[src/rtl/level_pkg.sv]
// Shared types and constants for the game-level sequencer.
package level_pkg;

    localparam int unsigned SCORE_W_DEF = 16;
    localparam int unsigned GOAL_LEVELS = 4;

    typedef enum logic [2:0] {
        TITLE,
        START,
        PLAY,
        WAIT_END,
        LEVEL_WIN,
        GAME_OVER,
        GAME_WON
    } state_e;

    localparam int unsigned GOAL [GOAL_LEVELS] = '{50, 120, 200, 300};

    // Levels beyond the table reuse the last goal.
    function automatic int unsigned goal_for(input logic [2:0] lvl);
        int unsigned idx;
        idx = 32'(lvl);
        if (idx >= GOAL_LEVELS) begin
            idx = GOAL_LEVELS - 1;
        end
        return GOAL[idx];
    endfunction

endpackage

[src/rtl/level_timer.sv]
// Per-level countdown: frame divider feeding a seconds counter that stops at zero.
module level_timer #(
    parameter int unsigned FRAMES_PER_SEC = 30,
    parameter int unsigned LEVEL_TIME_SEC = 60
) (
    input  logic       clk,
    input  logic       resetN,
    input  logic       load_i,
    input  logic       enable_i,
    input  logic       startOfFrame_i,
    output logic [6:0] seconds_left_o,
    output logic       expired_o
);

    localparam int unsigned FC_W = (FRAMES_PER_SEC > 1) ? $clog2(FRAMES_PER_SEC) : 1;

    logic [FC_W-1:0] frame_cnt_q, frame_cnt_d;
    logic [6:0]      seconds_q, seconds_d;
    logic            sec_tick;

    always_comb begin
        frame_cnt_d = frame_cnt_q;
        seconds_d   = seconds_q;
        expired_o   = 1'b0;
        sec_tick    = enable_i && startOfFrame_i && (frame_cnt_q == FC_W'(FRAMES_PER_SEC - 1));
        if (load_i) begin
            frame_cnt_d = '0;
            seconds_d   = 7'(LEVEL_TIME_SEC);
        end else if (enable_i && startOfFrame_i) begin
            if (sec_tick) begin
                frame_cnt_d = '0;
                if (seconds_q != '0) begin
                    seconds_d = seconds_q - 7'd1;
                    // Pulses on the same cycle seconds_left reaches zero.
                    expired_o = (seconds_q == 7'd1);
                end
            end else begin
                frame_cnt_d = frame_cnt_q + FC_W'(1);
            end
        end
    end

    always_ff @(posedge clk or negedge resetN) begin
        if (!resetN) begin
            frame_cnt_q <= '0;
            seconds_q   <= '0;
        end else begin
            frame_cnt_q <= frame_cnt_d;
            seconds_q   <= seconds_d;
        end
    end

    assign seconds_left_o = seconds_q;

endmodule

[src/rtl/level_manager.sv]
// Game-level sequencer: level start, countdown, score accumulation, win/lose and screen selects.
module level_manager
    import level_pkg::*;
#(
    parameter int unsigned FRAMES_PER_SEC = 30,
    parameter int unsigned LEVEL_TIME_SEC = 60,
    parameter int unsigned NUM_LEVELS     = 4,
    parameter int unsigned SCORE_W        = SCORE_W_DEF
) (
    input  logic               clk,
    input  logic               resetN,
    input  logic               startOfFrame,
    input  logic               is_enter_pressed,
    input  logic [SCORE_W-1:0] score_in,
    input  logic               level_ended,
    output logic               start_level,
    output logic               timer_endedN,
    output logic [6:0]         seconds_left,
    output logic [SCORE_W-1:0] goal,
    output logic [2:0]         level_num,
    output logic [SCORE_W-1:0] level_score,
    output logic [SCORE_W-1:0] total_score,
    output logic               show_title,
    output logic               show_level_win,
    output logic               show_game_over,
    output logic               show_game_won
);

    state_e             state_q, state_d;
    logic [2:0]         level_num_q, level_num_d;
    logic [SCORE_W-1:0] level_score_q, level_score_d;
    logic [SCORE_W-1:0] total_score_q, total_score_d;
    logic [SCORE_W-1:0] goal_q;
    logic               timer_endedN_q, timer_endedN_d;
    logic               enter_prev_q;
    logic               enter_edge;
    logic               enter_start;
    logic               accumulate;
    logic               timer_expired;
    logic [SCORE_W-1:0] level_sum, total_sum;

    function automatic logic [SCORE_W-1:0] sat_add(input logic [SCORE_W-1:0] a,
                                                   input logic [SCORE_W-1:0] b);
        logic [SCORE_W:0] s;
        s = {1'b0, a} + {1'b0, b};
        return s[SCORE_W] ? '1 : s[SCORE_W-1:0];
    endfunction

    assign enter_edge = is_enter_pressed & ~enter_prev_q;
    assign accumulate = (state_q == PLAY) || (state_q == WAIT_END);
    assign level_sum  = sat_add(level_score_q, score_in);
    assign total_sum  = sat_add(total_score_q, score_in);

    level_timer #(
        .FRAMES_PER_SEC(FRAMES_PER_SEC),
        .LEVEL_TIME_SEC(LEVEL_TIME_SEC)
    ) u_timer (
        .clk            (clk),
        .resetN         (resetN),
        .load_i         (enter_start),
        .enable_i       (state_q == PLAY),
        .startOfFrame_i (startOfFrame),
        .seconds_left_o (seconds_left),
        .expired_o      (timer_expired)
    );

    always_comb begin
        state_d        = state_q;
        level_num_d    = level_num_q;
        level_score_d  = level_score_q;
        total_score_d  = total_score_q;
        timer_endedN_d = timer_endedN_q;
        enter_start    = 1'b0;

        case (state_q)
            TITLE: begin
                if (enter_edge) begin
                    state_d       = START;
                    total_score_d = '0;
                    level_num_d   = '0;
                    enter_start   = 1'b1;
                end
            end
            START: state_d = PLAY;
            PLAY: begin
                if (timer_expired) begin
                    timer_endedN_d = 1'b0;
                    state_d        = WAIT_END;
                end
            end
            WAIT_END: begin
                // Compare against the sum including this cycle's points.
                if (level_ended) begin
                    if (level_sum >= goal_q) begin
                        state_d = (level_num_q == 3'(NUM_LEVELS - 1)) ? GAME_WON : LEVEL_WIN;
                    end else begin
                        state_d = GAME_OVER;
                    end
                end
            end
            LEVEL_WIN: begin
                if (enter_edge) begin
                    state_d     = START;
                    level_num_d = level_num_q + 3'd1;
                    enter_start = 1'b1;
                end
            end
            GAME_OVER, GAME_WON: begin
                if (enter_edge) begin
                    state_d = TITLE;
                end
            end
            default: state_d = TITLE;
        endcase

        if (accumulate) begin
            level_score_d = level_sum;
            total_score_d = total_sum;
        end
        if (enter_start) begin
            level_score_d  = '0;
            timer_endedN_d = 1'b1;
        end
    end

    always_ff @(posedge clk or negedge resetN) begin
        if (!resetN) begin
            state_q        <= TITLE;
            level_num_q    <= '0;
            level_score_q  <= '0;
            total_score_q  <= '0;
            goal_q         <= SCORE_W'(goal_for(3'd0));
            timer_endedN_q <= 1'b1;
            enter_prev_q   <= 1'b0;
        end else begin
            state_q        <= state_d;
            level_num_q    <= level_num_d;
            level_score_q  <= level_score_d;
            total_score_q  <= total_score_d;
            goal_q         <= SCORE_W'(goal_for(level_num_q));
            timer_endedN_q <= timer_endedN_d;
            enter_prev_q   <= is_enter_pressed;
        end
    end

    assign start_level    = (state_q == START);
    assign timer_endedN   = timer_endedN_q;
    assign goal           = goal_q;
    assign level_num      = level_num_q;
    assign level_score    = level_score_q;
    assign total_score    = total_score_q;
    assign show_title     = (state_q == TITLE);
    assign show_level_win = (state_q == LEVEL_WIN);
    assign show_game_over = (state_q == GAME_OVER);
    assign show_game_won  = (state_q == GAME_WON);

endmodule

[config.mk]
export PLATFORM = sky130hd
export DESIGN_NAME = level_manager
export DESIGN_NICKNAME = d
export VERILOG_FILES = /design/src/rtl/level_pkg.sv /design/src/rtl/level_timer.sv /design/src/rtl/level_manager.sv
export SDC_FILE = /design/constraint.sdc
export NUM_CORES = 1
export LEC_CHECK = 0
export CORE_MARGIN = 2
export CORE_UTILIZATION = 45
export CTS_CLUSTER_SIZE = 30
export DETAILED_ROUTE_END_ITERATION = 10
export GPL_TIMING_DRIVEN = 0
export HOLD_SLACK_MARGIN = 0.08
export PLACE_DENSITY_LB_ADDON = 0.15
export SLEW_MARGIN = 20
export SYNTH_ARGS = -nofsm -noshare
export SYNTH_HDL_FRONTEND = slang
export SYNTH_HIERARCHICAL = 1
export SYNTH_SLANG_ARGS = --single-unit
[constraint.sdc]
create_clock -name clk -period 4.6 [get_ports clk]
set_clock_uncertainty 0.05 [all_clocks]
set_input_delay 0.92 -clock clk [delete_from_list [all_inputs] [get_ports clk]]
set_output_delay 0.92 -clock clk [all_outputs]
set_load 0.03 [all_outputs]
==> reports/metrics.yaml, run 1 <==
run_status:
  status: "finished, final reports clean"
yosys:
  synth.avg_cell_area_um2: 8.80
  synth_compound_area_share_pct: 21.7
  synth-edff-count: 0
  syn-instance-count: 518
  synth_top_family_by_area: "compound AO/OA/AOI/OAI gates"
  synth_area_leaders: "dfrtp_1 (30%), ha_1 (14%), nand2_1 (4.7%)"
  synth.mux.area_fraction_pct: 1.34
  synth_area_um2: 4560
  synthSimpleGateAreaFrac_pct: 19.1
  synthFlopType: "dfrtp_1"
  synth_top_area_share_pct: 30.2
  synth_xor_area_share_pct: 4.42
  yosys.area.top_type: "dfrtp_1"
  synth_seq_cells: 59
  synth_seq_area_share_pct: 32.5
  synth_cell_types: 61
  synth_adder_area_share_pct: 15.1
  async_reset_ff_share_pct: 100
  synth_warnings: 6
routing:
  route.detailed.drc: 0
  wire_per_inst_um: 15.8
  ant_nets: 0
  dr.pass1.iters: 4
  via_per_inst: 5.53
  routed_wl_mm: 12.0
  vias: 4212
  drt_iter0_drc: 191
final_layout:
  area_growth_pct: 32.8
  final_common_cell: "clkdlybuf4s50_1"
  drive_gt1_share_pct: 13.7
  n_antenna_cell: 0
  final_nets: 698
  mostFrequentLayoutCells: "clkdlybuf4s50_1 (67), nand2_1 (55), dfrtp_1 (55)"
  fillers: 894
cts:
  clk_pin_slew_ns: 0.06
  cts_tree: "built"
  cts_root_buffer: "clkbuf_8"
  postCtsHoldBufs: 0
  cts_sinks: 59
  htree_levels: 3
  cts_buffers: 9
  clk-insertion-delay-late_ns: 0.34
  clock_path_buffers: 2
place:
  io_buffers: 76
  place_congestion: 0.888
  hpwl_mm: 9.05
grt:
  grtUsageTotal_pct: 22.6
  first_global_vias: 4162
  grt_max_degree: 32
  grt.overflow.total: 0
  grt_antenna_before_repair: 0
  grt_first_pass_wirelength_mm: 20.0
die:
  core_area_um2: 9820
  die_x_um: 105
  ios: 85
  rows: 36
  die-area_um2: 11000
  start_util_pct: 46.4
  fp.dieH_um: 105
worst_setup_path:
  crit_type: "in2reg"
  reg2reg_from: "level_score[0]"
  end_kind: "register"
  r2r_cells: 18
  cp_max_fo: 5
  required_ns: 4.82
  arrival_ns: 4.69
  cp-startpoint: "score_in[0]"
  setup.worst_path.start_class: "input port"
worst_hold_path:
  hold_depth: 2
  worstHoldStart: "timer_endedN"
  hold_class: "reg2reg"
timing:
  max_freq_mhz: 224
  rsz0062_at_grt: "no"
  worst_hold_slack_ns: 0.416
  finalSetupViolCount: 0
  slew_viol_final: 0
  worst_slew_pin_slew_ns: 0.748
  period_needed_ns: 4.47
  period_share_pct: 97.2
  slew_headroom_pct: 49.8
  hold_viol_final: 0
power:
  irDropWorstVdd_mv: 0.224
  power_leakage_nw: 2.63
  powerDensity_nw_per_um2: 549
  finalPower_mw: 3.32
job:
  maxCapViolCount: 0
## power by group
group | internal, mW | switching (mW) | leakage [nW]
combinational | 0.926 | 1.09 | 1.86
sequential | 0.648 | 0.142 | 0.665
clock | 0.304 | 0.214 | 0.103
## path summary, 6_finish.rpt
check / end / slack, ns
min in group asynchronous: total_score[1] / 0.45
worst min-delay path: timer_endedN / 0.42
worst max register to register: state_q[0] / 0.47
worst min register to register: timer_endedN / 0.42
max in group asynchronous: timer_endedN / 3.46
worst max-delay path: state_q[0] / 0.13
## flip-flops by register name, indices dropped and copies added, names as in the netlist
name and cells:
enter_prev_q 1, goal 7, level_num 3, level_score 16, state_q 3, timer_endedN 1
total_score 16, u_timer/frame_cnt_q 5, u_timer/seconds_left_o 7
## cells by family after synthesis
group | count (synthesis)
mux | 6
flops | 59
compound gates | 142
other cells | 1
fa+ha+maj | 54
xor+xnor | 23
buf+inv | 58
simple gates | 175
## critical path: stages
cell,delay (ns)
clkdlybuf4s15_2,0.21
ha_4,0.17
fa_2,0.35
a211oi_2,0.27
o211ai_1,0.18
a31oi_4,0.20
o21ai_2,0.09
inv_2,0.07
buf_8,0.11
buf_4,0.11
nand2_1,0.07
ha_1,0.31
and4_1,0.16
a221o_1,0.33
a21oi_2,0.18
o2111a_1,0.21
o2111ai_2,0.15
or4b_1,0.52
nand3_1,0.08
## cells in the mapped netlist, drive strengths merged, types with 3 or more instances
library cell	n
xor2	12
nor3b	3
o211ai	6
buf	11
nor2	32
o2bb2ai	7
nor3	15
dfstp	4
ha	52
nand3b	4
and4	3
inv	30
xnor2	11
o2111a	3
a21o	13
a211o	3
clkbuf	16
a211oi	6
o2111ai	3
a22o	11
o21ai	29
and3	4
o21bai	6
nand3	26
and2	3
or2	3
o21a	6
a21oi	33
mux2i	5
dfrtp	55
a221o	3
nand4	8
nand2	57
or3	5
a31oi	3
nand2b	4
nor2b	4
## layout make-up
type,count,area (µm²),share of cell area [%]
multi-input cells,408,3050,50.4
flip-flops and latches,59,1480,24.5
repair buffers,89,876,14.5
well taps,133,166,2.75
plain buffers,26,155,2.56
clock buffers,11,131,2.17
inverters,30,113,1.86
clock inverters,5,77.6,1.28
## routing by layer
metal  routed length, µm  GRT usage (%)  vias up
li1                    -              -     2080
met1                5630           29.6     2002
met2                5780           38.4      116
met3                 435           3.06       14
met4                 184           8.00        0
met5                   0              0        -
## metrics by stage
| step | utilization, % | TNS, ns | instance area [µm²] | std cells | worst slack, ns |
|---|---|---|---|---|---|
| 2_1_floorplan | - | 0 | 4600 | 525 | 0.00234 |
| 3_3_place_gp | 56.3 | -1.72 | 5530 | 734 | -1.03 |
| 3_5_place_dp | 56.5 | -1.79 | 5550 | 735 | -1.05 |
| 4_1_cts | 60.0 | 0 | 5890 | 757 | 0.00590 |
| 5_1_grt | 61.6 | 0 | 6050 | 761 | 0.0120 |
| 6_report | 61.6 | 0 | 6050 | 761 | 0.128 |
## what timing repair did
| action | in CTS | in global routing |
|---|---|---|
| gates cloned | 0 | 0 |
| setup buffers | 7 | 5 |
| setup endpoints to repair | 2 | 2 |
| resized for setup | 19 | 27 |
| pin swaps | 13 | 17 |
Power figures use the tool's default switching activity.
==> inputs of run 2 (changes only) <==
Settings changed: CAP_MARGIN set to 20, SLEW_MARGIN 20 to not set.
==> run 2 against run 1 <==
- maximum frequency rose by 0.48%
- critical path depth shrank 1
- power hardly changed
- via count rose by 0.50%
- final area decreased by 0.79%
- sequential power hardly changed
- clock power rose by 8.7%
- final cell count is 0.39% lower
- die area is the same
- largest cell class unchanged
==> reports/metrics.yaml, run 2 (same netlist as run 1, synthesis figures left out) <==
cts:
  cts_tree: "built"  # unchanged
  htree_levels: 3  # unchanged
  clock_path_buffers: 2  # unchanged
  cts_sinks: 59  # unchanged
  cts_root_buffer: "clkbuf_8"  # unchanged
  clk-insertion-delay-late_ns: 0.34  # about the same
  clk_pin_slew_ns: 0.07  # was 0.06 ns
  cts_buffers: 9  # unchanged
routing:
  via_per_inst: 5.58  # was 5.53
  top_layer_used: "met4"  # unchanged
  vias: 4233  # was 4212
  wire_per_inst_um: 15.8  # about the same
  route.detailed.drc: 0  # unchanged
  wl_met3_um: 659  # was 435 µm
  wl_met2_mm: 5.82  # was 5.78 mm
  routed_wl_mm: 12.0  # about the same
  wl_met1_mm: 5.39  # was 5.63 mm
  dr.pass1.iters: 5  # was 4
  ant_nets: 0  # unchanged
  drt_iter0_drc: 186  # was 191
final_layout:
  final_common_cell: "clkdlybuf4s50_1"  # unchanged
  drive_gt1_share_pct: 12.8  # was 13.7%
  fin_area_um2: 6010  # was 6050 µm²
  utilization_pct: 61.2  # was 61.6%
  stdcell_count: 758  # was 761
  n_antenna_cell: 0  # unchanged
  area_growth_pct: 31.7  # was 32.8%
  final_nets: 695  # was 698
  fillers: 896  # was 894
  multi_input_area_um2: 3020  # was 3050 µm²
  mostFrequentLayoutCells: "clkdlybuf4s50_1 (68), nand2_1 (56), dfrtp_1 (55)"  # was clkdlybuf4s50_1 (67), nand2_1 (55), dfrtp_1 (55)
  seq_area_um2: 1480  # unchanged
power:
  power_leakage_nw: 2.61  # was 2.63 nW
  powerDensity_nw_per_um2: 554  # was 549 nW/µm²
  finalPower_mw: 3.33  # was 3.32 mW
  irDropWorstVdd_mv: 0.237  # was 0.224 mV
worst_setup_path:
  arrival_ns: 4.68  # was 4.69 ns
  crit_type: "in2reg"  # unchanged
  slowest_stage: "or4b_1"  # unchanged
  cp_max_fo: 6  # was 5
  end_kind: "register"  # unchanged
  crit_cells: 18  # was 19
  setup.worst_path.start_class: "input port"  # unchanged
  cpLargestDelayFamily: "compound AO/OA/AOI/OAI gates"  # unchanged
  r2r_cells: 18  # unchanged
  path_common_cell: "a21o_1"
  slowest_delay_ns: 0.52  # about the same
  path_buf_inv: 3  # was 4
  required_ns: 4.83  # was 4.82 ns
  crit_path_cell_trace: "clkdlybuf4s15_1 -> fa_2 -> a211oi_2 -> o211ai_1 -> a31oi_2 -> o21ai_2 -> inv_2 -> buf_8 -> nand2_2 -> ha_4 -> a21o_1 -> a21o_1 -> a221o_1 -> a21oi_2 -> o2111a_1 -> o2111ai_2 -> or4b_1 -> nand3_1"  # was clkdlybuf4s15_2 -> ha_4 -> fa_2 -> a211oi_2 -> o211ai_1 -> a31oi_4 -> o21ai_2 -> inv_2 -> buf_8 -> buf_4 -> nand2_1 -> ha_1 -> and4_1 -> a221o_1 -> a21oi_2 -> o2111a_1 -> o2111ai_2 -> or4b_1 -> nand3_1
timing:
  max_freq_mhz: 225  # was 224 MHz
  period_share_pct: 96.8  # was 97.2%
  hold_viol_final: 0  # unchanged
  slew_viol_final: 0  # unchanged
  finalSetupViolCount: 0  # unchanged
  setup_tns_ns: 0  # unchanged
  slew_headroom_pct: 51.4  # was 49.8%
  worst_slew_pin_slew_ns: 0.724  # was 0.748 ns
  period_needed_ns: 4.45  # was 4.47 ns
die:
  core_area_um2: 9820  # unchanged
  die-area_um2: 11000  # unchanged
  start_util_pct: 46.4  # unchanged
  die_x_um: 105  # unchanged
  rows: 36  # unchanged
  ios: 85  # unchanged
  fp.dieH_um: 105  # unchanged
place:
  hpwl_mm: 9.02  # was 9.05 mm
  io_buffers: 76  # unchanged
  dp.cells: 735  # unchanged
  dpl-instance-area_um2: 5550  # about the same
  place_congestion: 0.888  # unchanged
worst_hold_path:
  hold_depth: 2  # unchanged
  hold_class: "reg2reg"  # unchanged
run_status:
  status: "finished, final reports clean"  # unchanged
grt:
  first_global_vias: 4133  # was 4162
  grtUsageTotal_pct: 22.8  # was 22.6%
  grt_max_degree: 32  # unchanged
  grt_first_pass_wirelength_mm: 20.1  # was 20.0 mm
  grt_antenna_before_repair: 0  # unchanged
  grt.overflow.total: 0  # unchanged
job:
  maxCapViolCount: 0  # unchanged
[run 2: changes by cell type in the layout (fill, tap and decap cells not counted), moves of 2 or more]
cell            before  now
buf_4               22   18
clkbuf_8             9   11
clkbuf_4             2    0
ha_2                 3    1
clkinv_4             0    2
clkbuf_1            15   13
clkinv_2             2    0
dlymetal6s2s_1       4    2
buf_2                0    4
ha_1                39   42
[run 2: power breakdown]
group,internal [mW],switching [mW],leakage [nW]
clock network,0.336,0.227,0.116
registers,0.648,0.143,0.665
logic,0.899,1.07,1.83
[run 2: worst reg2reg max path: stages (launching register included)]
cell       delay (ns)
dfrtp_1          0.43
ha_4             0.20
fa_2             0.35
a211oi_2         0.27
o211ai_1         0.19
a31oi_2          0.23
o21ai_2          0.10
inv_2            0.07
buf_8            0.11
nand2_2          0.07
ha_4             0.24
a21o_1           0.15
a21o_1           0.17
a221o_1          0.32
a21oi_2          0.17
o2111a_1         0.20
o2111ai_2        0.14
or4b_1           0.52
nand3_1          0.09
[run 2: cell type report]
| class | instances | share of cell area (%) |
|---|---|---|
| multi-input combinational | 408 | 50.3 |
| sequential | 59 | 24.7 |
| timing repair buffer | 86 | 14.0 |
| tap | 133 | 2.77 |
| clock buffer | 11 | 2.52 |
| buffer | 26 | 2.50 |
| inverter | 30 | 1.88 |
| clock inverter | 5 | 1.42 |
[run 2: what timing repair did]
action / in CTS / in global routing
endpoints found under the setup margin: 2 / 2
cloned: 0 / 0
setup buffers: 5 / 4
pin swaps: 11 / 11
gates resized for setup: 23 / 17
hold buffers: 0 / 0
[run 2: path summary, 6_finish.rpt]
| path | from | end | slack (ns) |
|---|---|---|---|
| max | score_in[1] | state_q[0] | 0.15 |
| min | timer_endedN | timer_endedN | 0.42 |
| max reg2reg | level_score[0] | state_q[0] | 0.46 |
| min reg2reg | timer_endedN | timer_endedN | 0.42 |
| max in group asynchronous | resetN | timer_endedN | 3.23 |
| min in group asynchronous | resetN | total_score[1] | 0.57 |
[run 2: layer usage]
| metal | GRT usage, % | vias to the layer above |
|---|---|---|
| li1 | - | 2072 |
| met1 | 29.4 | 2003 |
| met2 | 38.5 | 140 |
| met3 | 4.80 | 18 |
| met4 | 6.67 | 0 |
| met5 | 0 | - |
[run 2: stage by stage]
stage,hold WS [ns],setup slack (ns)
finish,0.417,0.149
detailed placement,0.404,-1.10
CTS,0.420,0.00112
global route,0.444,-0.0253
global placement,0.403,-1.03
floorplan,0.469,0.00234
==> inputs of run 3 (changes only) <==
Settings changed: CAP_MARGIN 20 to not set.
==> run 3 against run 2 <==
- critical path type unchanged
- maximum frequency did not move
- final area unchanged
- combinational power hardly changed
- setup slack unchanged
- clock-buffer cell count did not move
==> reports/metrics.yaml, run 3 (same netlist as run 1, synthesis figures left out) <==
run_status:
  status: "finished, final reports clean"  # unchanged
cts:
  clock_path_buffers: 2  # unchanged
  cts_sinks: 59  # unchanged
  clk_pin_slew_ns: 0.07  # about the same
  htree_levels: 3  # unchanged
  cts_tree: "built"  # unchanged
  cts_root_buffer: "clkbuf_8"  # unchanged
  clk-insertion-delay-late_ns: 0.34  # about the same
  cts_buffers: 9  # unchanged
  postCtsHoldBufs: 0  # unchanged
routing:
  route.detailed.drc: 0  # unchanged
  vias: 4233  # unchanged
  drt_iter0_drc: 186  # unchanged
  wire_per_inst_um: 15.8  # unchanged
  dr.pass1.iters: 5  # unchanged
  top_layer_used: "met4"  # unchanged
  via_per_inst: 5.58  # unchanged
  ant_nets: 0  # unchanged
  wl_met3_um: 659  # unchanged
  wl_met2_mm: 5.82  # unchanged
  routed_wl_mm: 12.0  # unchanged
  wl_met1_mm: 5.39  # unchanged
worst_setup_path:
  slowest_stage: "or4b_1"  # unchanged
  r2r_cells: 18  # unchanged
  crit_type: "in2reg"  # unchanged
  end_kind: "register"  # unchanged
  path_common_cell: "a21o_1"  # unchanged
  cpLargestDelayFamily: "compound AO/OA/AOI/OAI gates"  # unchanged
  setup.worst_path.start_class: "input port"  # unchanged
  r2r-end: "state_q[0]"  # unchanged
  required_ns: 4.83  # about the same
  arrival_ns: 4.68  # about the same
  path_buf_inv: 3  # unchanged
  r2r_slack_ns: 0.46  # about the same
  cp_max_fo: 6  # unchanged
  reg2reg_from: "level_score[0]"  # unchanged
  crit_path_cell_trace: "clkdlybuf4s15_1 -> fa_2 -> a211oi_2 -> o211ai_1 -> a31oi_2 -> o21ai_2 -> inv_2 -> buf_8 -> nand2_2 -> ha_4 -> a21o_1 -> a21o_1 -> a221o_1 -> a21oi_2 -> o2111a_1 -> o2111ai_2 -> or4b_1 -> nand3_1"  # unchanged
  slowest_delay_ns: 0.52  # about the same
worst_hold_path:
  hold_class: "reg2reg"  # unchanged
  worstHoldStart: "timer_endedN"  # unchanged
  hold_depth: 2  # unchanged
  hold_path_end: "timer_endedN"  # unchanged
timing:
  worst_slew_pin_slew_ns: 0.724  # unchanged
  finalSetupViolCount: 0  # unchanged
  slew_headroom_pct: 51.4  # unchanged
  period_share_pct: 96.8  # unchanged
  setup_tns_ns: 0  # unchanged
  max_freq_mhz: 225  # unchanged
  setup_slack_ns: 0.149  # unchanged
  period_needed_ns: 4.45  # unchanged
  worst_hold_slack_ns: 0.417  # unchanged
  hold_viol_final: 0  # unchanged
  slew_viol_final: 0  # unchanged
power:
  p_comb_share_pct: 59.3  # about the same
  power_leakage_nw: 2.61  # unchanged
  finalPower_mw: 3.33  # unchanged
  powerDensity_nw_per_um2: 554  # unchanged
  irDropWorstVdd_mv: 0.237  # unchanged
  p_sw_share_pct: 43.4  # unchanged
  pwr-share-seq_pct: 23.8  # about the same
  internal-power_mw: 1.88  # unchanged
  switchingPower_mw: 1.44  # unchanged
  clkPwrFrac_pct: 16.9  # about the same
grt:
  grt_max_degree: 32  # unchanged
  grt_first_pass_wirelength_mm: 20.1  # unchanged
  grtUsageTotal_pct: 22.8  # unchanged
  grt.overflow.total: 0  # unchanged
  first_global_vias: 4133  # unchanged
  grt_antenna_before_repair: 0  # unchanged
place:
  place_congestion: 0.888  # unchanged
  hpwl_mm: 9.02  # unchanged
  io_buffers: 76  # unchanged
  dp.cells: 735  # unchanged
  dp_slack_ns: -1.10  # unchanged
  dpl-instance-area_um2: 5550  # unchanged
die:
  fp.dieH_um: 105  # unchanged
  start_util_pct: 46.4  # unchanged
  die-area_um2: 11000  # unchanged
  rows: 36  # unchanged
  die_x_um: 105  # unchanged
  core_area_um2: 9820  # unchanged
  ios: 85  # unchanged
final_layout:
  fillers: 896  # unchanged
  multi_input_area_um2: 3020  # unchanged
  final_nets: 695  # unchanged
  fin_area_um2: 6010  # unchanged
  final_common_cell: "clkdlybuf4s50_1"  # unchanged
  n_antenna_cell: 0  # unchanged
  area_growth_pct: 31.7  # unchanged
  seq_area_um2: 1480  # unchanged
  mostFrequentLayoutCells: "clkdlybuf4s50_1 (68), nand2_1 (56), dfrtp_1 (55)"  # unchanged
  drive_gt1_share_pct: 12.8  # unchanged
  stdcell_count: 758  # unchanged
  utilization_pct: 61.2  # unchanged
job:
  maxCapViolCount: 0  # unchanged
-- run 3: tightest hold or removal path, cell delays in order (launching register included) --
cell     delay, ns
dfstp_2       0.37
nand2_1       0.05
nand2_1       0.05
-- run 3: final cells by class --
type	count	share of cell area (%)
buffer	26	2.50
clock buffer	11	2.52
clock inverter	5	1.42
inverter	30	1.88
multi-input combinational	408	50.3
sequential	59	24.7
tap	133	2.77
timing repair buffer	86	14.0
-- run 3: timing repair --
item                                   4_1_cts  5_1_grt
setup endpoints to repair                    2        2
cloned                                       0        0
gates resized for setup                     23       17
pin swaps                                   11       11
buffers inserted                             5        4
endpoints found under the hold margin        0        0
-- run 3: worst max-delay path by stage --
stage / endpoint / depth (start not counted) / start / slack [ns]
after floorplan: state_q[0] / 18 / score_in[0] / 0.002
after global placement: state_q[0] / 19 / score_in[0] / -1.03
after detailed placement: state_q[0] / 19 / score_in[0] / -1.10
after CTS: state_q[0] / 18 / score_in[3] / 0.001
after global routing: state_q[0] / 18 / score_in[1] / -0.03
final: state_q[0] / 18 / score_in[1] / 0.15
-- run 3: power groups by stage --
stage	combinational [mW]	sequential (mW)	clock [mW]
floorplan	1.09	0.966	0
global placement	1.74	0.781	0
detailed placement	1.78	0.788	0
CTS	1.89	0.787	0.576
global route	2.16	0.810	0.600
finish	1.97	0.792	0.563
-- run 3: metal layers --
metal	global-route usage, %	up-vias
li1	-	2072
met3	4.80	18
met1	29.4	2003
met2	38.5	140
met4	6.67	0
met5	0	-
